**src/rtl/quad_pkg.sv**
```systemverilog
// Shared quadrature phase encoding and step functions; also used by the decoder bench.
package quad_pkg;

    localparam int unsigned CMD_W = 32;
    localparam logic [CMD_W-1:0] CMD_MAX_MAG = 32'h7FFF_FFFF;
    localparam logic [CMD_W-1:0] CMD_MIN_NEG = 32'h8000_0000;

    // Bit 1 is channel A, bit 0 is channel B.
    typedef enum logic [1:0] {
        S00 = 2'b00,
        S10 = 2'b10,
        S11 = 2'b11,
        S01 = 2'b01
    } phase_e;

    function automatic phase_e next_state_fwd(input phase_e s);
        case (s)
            S00:     return S10;
            S10:     return S11;
            S11:     return S01;
            default: return S00;
        endcase
    endfunction

    function automatic phase_e next_state_rev(input phase_e s);
        case (s)
            S00:     return S01;
            S01:     return S11;
            S11:     return S10;
            default: return S00;
        endcase
    endfunction

endpackage

```
**src/rtl/quad_edge_timer.sv**
```systemverilog
// Edge interval timer: turns a signed rate command into a 1-clk edge strobe every |cmd| clks.
module quad_edge_timer
    import quad_pkg::*;
#(
    parameter int unsigned MIN_EDGE_CLKS = 4
) (
    input  logic             clk,
    input  logic             rst_n,
    input  logic             enable,
    input  logic [CMD_W-1:0] cmd,
    output logic             edge_stb
);

    localparam logic [CMD_W-1:0] MIN_CLKS = CMD_W'(MIN_EDGE_CLKS);

    logic [CMD_W-1:0] mag;
    logic [CMD_W-1:0] cnt_q;
    logic [CMD_W-1:0] cnt_d;

    always_comb begin
        mag = cmd[CMD_W-1] ? (~cmd + CMD_W'(1)) : cmd;
        // Negating the most negative command wraps back onto itself; saturate instead.
        if (cmd == CMD_MIN_NEG) begin
            mag = CMD_MAX_MAG;
        end
        if ((mag != '0) && (mag < MIN_CLKS)) begin
            mag = MIN_CLKS;
        end
    end

    always_comb begin
        cnt_d    = '0;
        edge_stb = 1'b0;
        if (enable && (mag != '0)) begin
            if (cnt_q >= (mag - CMD_W'(1))) begin
                edge_stb = 1'b1;
            end else begin
                cnt_d = cnt_q + CMD_W'(1);
            end
        end
    end

    always_ff @(posedge clk or negedge rst_n) begin
        if (!rst_n) begin
            cnt_q <= '0;
        end else begin
            cnt_q <= cnt_d;
        end
    end

endmodule

```
**src/rtl/joint_quadgen.sv**
```systemverilog
// Quadrature A/B/Z encoder emulator driven by a signed joint rate command.
module joint_quadgen
    import quad_pkg::*;
#(
    parameter int unsigned BITS          = 32,
    parameter int unsigned MIN_EDGE_CLKS = 4,
    parameter int unsigned CPR           = 4096
) (
    input  logic             clk,
    input  logic             rst_n,
    input  logic             jointEnable,
    input  logic [CMD_W-1:0] jointFreqCmd,
    output logic [BITS-1:0]  jointFeedback,
    output logic             quadA,
    output logic             quadB,
    output logic             quadZ
);

    localparam int unsigned RW = (CPR > 1) ? $clog2(CPR) : 1;
    localparam logic [RW-1:0] REV_MAX = RW'(CPR - 1);

    logic            edge_stb;
    logic            fwd;
    phase_e          state_q, state_d;
    logic [BITS-1:0] fb_q, fb_d;
    logic [RW-1:0]   rev_q, rev_d;
    logic            z_q, z_d;

    quad_edge_timer #(
        .MIN_EDGE_CLKS (MIN_EDGE_CLKS)
    ) u_timer (
        .clk      (clk),
        .rst_n    (rst_n),
        .enable   (jointEnable),
        .cmd      (jointFreqCmd),
        .edge_stb (edge_stb)
    );

    // Direction is taken from the live command on the edge cycle so a sign flip back-steps at once.
    assign fwd = !jointFreqCmd[CMD_W-1] && (jointFreqCmd != '0);

    always_comb begin
        state_d = state_q;
        fb_d    = fb_q;
        rev_d   = rev_q;
        z_d     = z_q;
        if (edge_stb) begin
            if (fwd) begin
                state_d = next_state_fwd(state_q);
                fb_d    = fb_q + BITS'(1);
                rev_d   = (rev_q == REV_MAX) ? '0 : rev_q + RW'(1);
            end else begin
                state_d = next_state_rev(state_q);
                fb_d    = fb_q - BITS'(1);
                rev_d   = (rev_q == '0) ? REV_MAX : rev_q - RW'(1);
            end
            z_d = (rev_d == '0);
        end
    end

    always_ff @(posedge clk or negedge rst_n) begin
        if (!rst_n) begin
            state_q <= S00;
            fb_q    <= '0;
            rev_q   <= '0;
            z_q     <= 1'b0;
        end else begin
            state_q <= state_d;
            fb_q    <= fb_d;
            rev_q   <= rev_d;
            z_q     <= z_d;
        end
    end

    assign quadA         = state_q[1];
    assign quadB         = state_q[0];
    assign quadZ         = z_q;
    assign jointFeedback = fb_q;

endmodule

```
**config.mk**
```make
export PLATFORM = sky130hd
export DESIGN_NAME = joint_quadgen
export DESIGN_NICKNAME = d
export VERILOG_FILES = /design/src/rtl/quad_pkg.sv /design/src/rtl/quad_edge_timer.sv /design/src/rtl/joint_quadgen.sv
export SDC_FILE = /design/constraint.sdc
export NUM_CORES = 1
export LEC_CHECK = 0
export CAP_MARGIN = 30
export CORE_AREA = 2 2 129 131
export DETAILED_ROUTE_END_ITERATION = 7
export DIE_AREA = 0 0 131 133
export PLACE_DENSITY = 0.76
export SETUP_SLACK_MARGIN = 0.05
export SYNTH_ARGS = -nofsm -noshare
export SYNTH_HDL_FRONTEND = slang
export SYNTH_SLANG_ARGS = --single-unit
```
**constraint.sdc**
```tcl
create_clock -name clk -period 7.8 [get_ports clk]
set_input_delay 1.95 -clock clk [delete_from_list [all_inputs] [get_ports clk]]
set_output_delay 1.95 -clock clk [all_outputs]
set_load 0.03 [all_outputs]
```
==> impl_metrics.env <==
export IMPL_postSynth_asyncResetShare_pct=100
export IMPL_grt_overflow=0
export IMPL_dr_pass1_iters=7
export IMPL_fin_setup_tns_ps=0
export IMPL_grt_pass1_vias=7892
export IMPL_max_freq_ghz=0.130
export IMPL_rows=47
export IMPL_syn_nets=1096
export IMPL_skew_ps=11.6
export IMPL_initial_core_util_pct=49.0
export IMPL_numCtsBuffers=9
export IMPL_synth_adder_area_share_pct=11.2
export IMPL_ys_warnings_count=0
export IMPL_min_delay_start="quadZ"
export IMPL_grt_max_degree=61
export IMPL_dr_total_vias=8389
export IMPL_ant_nets=0
export IMPL_worst_r2r_setup_slack_ps=4280
export IMPL_htreeDepth=3
export IMPL_synth_edf_count=0
export IMPL_synthXorXnorAreaFrac_pct=11.9
export IMPL_drive_gt1_share_pct=22.3
export IMPL_die_w_um=131
export IMPL_crit_type="in2reg"
export IMPL_peakVddDrop_mv=0.108
export IMPL_critPathTopFamily="simple AND/OR/NAND/NOR gates"
export IMPL_synth_mux_area_share_pct=1.25
export IMPL_ys_ff_latch=79
export IMPL_yosys_area_share_simple_pct=25.8
export IMPL_drtIter0Drc=545
export IMPL_critical_path_buf_inv_count=3
export IMPL_cp_start_kind="input pin"
export IMPL_seq_area_frac_synth_pct=25.0
export IMPL_routed_wl_mm=23.1
export IMPL_clk_pin_slew_ps=70
export IMPL_hold_path_end="quadZ"
export IMPL_die_area_mm2=0.0174
export IMPL_route_detailed_drc=0
export IMPL_yosys_cell_types_count=76
export IMPL_timing_hold_violations_final=0
export IMPL_io_buffers=69
export IMPL_root_buffer="clkbuf_16"
export IMPL_period_share_pct=98.4
export IMPL_rsz0062_at_grt="yes"
export IMPL_fillerInstances=1227
export IMPL_slew_violations=0
export IMPL_synth_ff_type="dfrtp_1"
export IMPL_routedWlPerCell_um=16.3
export IMPL_synth_compound_area_share_pct=21.2
export IMPL_grt_pass1_wl_mm=36.8
export IMPL_path_max_fanout=8
export IMPL_worstPathArrival_ps=7950
export IMPL_syn_area_mm2=0.00792
export IMPL_cts_tree="built"
export IMPL_power_density_mw_per_mm2=143
export IMPL_hold_worst_slack_ps=499
export IMPL_hpwl_mm=16.1
export IMPL_cts_hold_buf=0
export IMPL_rr_startpoint="jointFeedback[7]"
export IMPL_ioPinCount=70
export IMPL_postSynthCellCount=991
export IMPL_r2r_cells=11
export IMPL_max_slew_worst_pin_slew_ps=1000
export IMPL_cp_required_ps=8070
export IMPL_gp_congestion=0.908
export IMPL_crit_slowest_cell="or4_4"
export IMPL_p_leak_nw=4.84
export IMPL_clock_latency_ps=350
export IMPL_core_area_mm2=0.0162
export IMPL_syn_mean_instance_area_um2=7.99
export IMPL_worstHoldPathType="reg2reg"
export IMPL_timing_rr_end="jointFeedback[30]"
export IMPL_slowest_delay_ps=550
export IMPL_hold_depth=2
export IMPL_max_clock_path_buffers=2
export IMPL_diodes=0
export IMPL_die_h_um=133
export IMPL_setup_viol=0
export IMPL_final_core_util_pct=67.0
export IMPL_endpoint_kind="register"
export IMPL_fin_nets=1295
export IMPL_slew_limit_headroom_pct=32.6
export IMPL_synth_top_family_by_area="simple AND/OR/NAND/NOR gates"
export IMPL_drv_cap=0
export IMPL_grt_use_total_pct=25.8
export IMPL_status="completed"
export IMPL_vias_per_cell=5.93
export IMPL_area_delta_synth_final_pct=36.9
export IMPL_layout_min_cycle_time_ps=7680
export IMPL_antenna_found_initial=0
export IMPL_cts_sinks=79
-- synth_stat cells, types with 19 or more instances --
| cell | number | share of area [%] |
|---|---|---|
| nor3_1 | 29 | 1.8 |
| nand2_1 | 106 | 5.0 |
| o21ai_0 | 52 | 3.3 |
| nor2_1 | 106 | 5.0 |
| dfrtp_1 | 79 | 25 |
| ha_1 | 69 | 11 |
| nand4_1 | 19 | 1.5 |
| nand3_1 | 42 | 2.7 |
| xor2_1 | 53 | 5.9 |
| a21o_1 | 20 | 1.9 |
| xnor2_1 | 55 | 6.1 |
| clkbuf_1 | 30 | 1.4 |
| a21oi_1 | 54 | 3.4 |
-- tightest hold or removal path: cells and delay by family, from the launching register on --
kind               cells  cell delay, ps
and+or+nand+nor        1              70
AOI/OAI and AO/OA      1              50
DFF                    1             350
-- per-stage QoR --
step / worst slack [ps] / std cells / power, W / instance area, um^2
detailed placement: -810 / 1371 / 0.00105 / 9830
floorplan: -169 / 991 / 0.000851 / 8000
global route: -143 / 1415 / 0.00164 / 10800
global placement: -615 / 1370 / 0.00104 / 9800
CTS: 56.9 / 1400 / 0.00154 / 10400
finish: 124 / 1415 / 0.00156 / 10800
-- flip-flops by register name, indices dropped and copies added, names as in the netlist --
name and count:
state_q 2, rev_q 12, jointFeedback 32, u_timer.cnt_q 32, quadZ 1
-- cells by family after synthesis --
group | Yosys count
flip-flops | 79
AO/OA/AOI/OAI | 251
multiplexers | 9
XOR/XNOR | 108
buffers and inverters | 67
AND/OR/NAND/NOR | 407
adder cells (fa/ha/maj) | 70
-- worst max-delay path by stage --
| stage | from | to | depth (start not counted) |
|---|---|---|---|
| finish | jointFreqCmd[2] | rev_q[4] | 25 |
| global route | jointFreqCmd[3] | rev_q[4] | 24 |
| CTS | jointFreqCmd[0] | jointFeedback[29] | 27 |
| detailed placement | jointFreqCmd[11] | jointFeedback[12] | 25 |
| global placement | jointFreqCmd[11] | jointFeedback[29] | 25 |
| floorplan | jointFreqCmd[8] | jointFeedback[30] | 28 |
-- metal layers --
metal  vias up  share of wire [%]  GRT usage, %  routed length, um
met1      4023                 43          33.3               9930
met4         0                2.1          6.68                488
met2       266                 50          43.8              11600
li1       4044                  -             -                  -
met3        56                4.8          5.10               1100
met5         -                  0             0                  0
-- cell usage in the layout, fill, tap and decap left out, types with 10 or more instances in the layout --
cell type	netlist	layout
nand2_1	106	104
or3_1	11	10
inv_1	18	18
clkdlybuf4s50_1	0	56
nand4_1	19	19
clkbuf_16	0	11
a21oi_1	54	51
ha_1	69	67
o21ai_1	13	16
nor2_1	106	103
and3_1	14	14
xor2_1	53	52
a21o_1	20	20
nand3_1	42	39
nor3_1	29	26
xnor2_1	55	53
buf_4	1	150
o21ai_0	52	47
dfrtp_1	79	79
nand2b_1	13	13
-- what timing repair did --
item / 4_1_cts / 5_1_grt
cloned: 5 / 2
setup endpoints to repair: 79 / 79
pin swaps: 18 / 38
hold endpoints to repair: 0 / 0
resized for setup: 33 / 65
setup buffers: 8 / 13
-- cell type report --
| class | instances | area [um^2] | share of cell area [%] |
|---|---|---|---|
| inverters | 18 | 67.6 | 0.623 |
| clock buffers | 11 | 243 | 2.24 |
| flip-flops and latches | 79 | 1980 | 18.2 |
| repair buffers | 234 | 2100 | 19.4 |
| multi-input cells | 848 | 6090 | 56.2 |
| clock inverters | 5 | 86.3 | 0.796 |
| well taps | 220 | 275 | 2.54 |
-- power by group --
group          internal (W)  switching (W)  leakage, nW
Combinational      0.000271       0.000339         3.60
Clock              0.000293       0.000177        0.161
Sequential         0.000439      0.0000366         1.07
(Power assumes the default switching activity.)
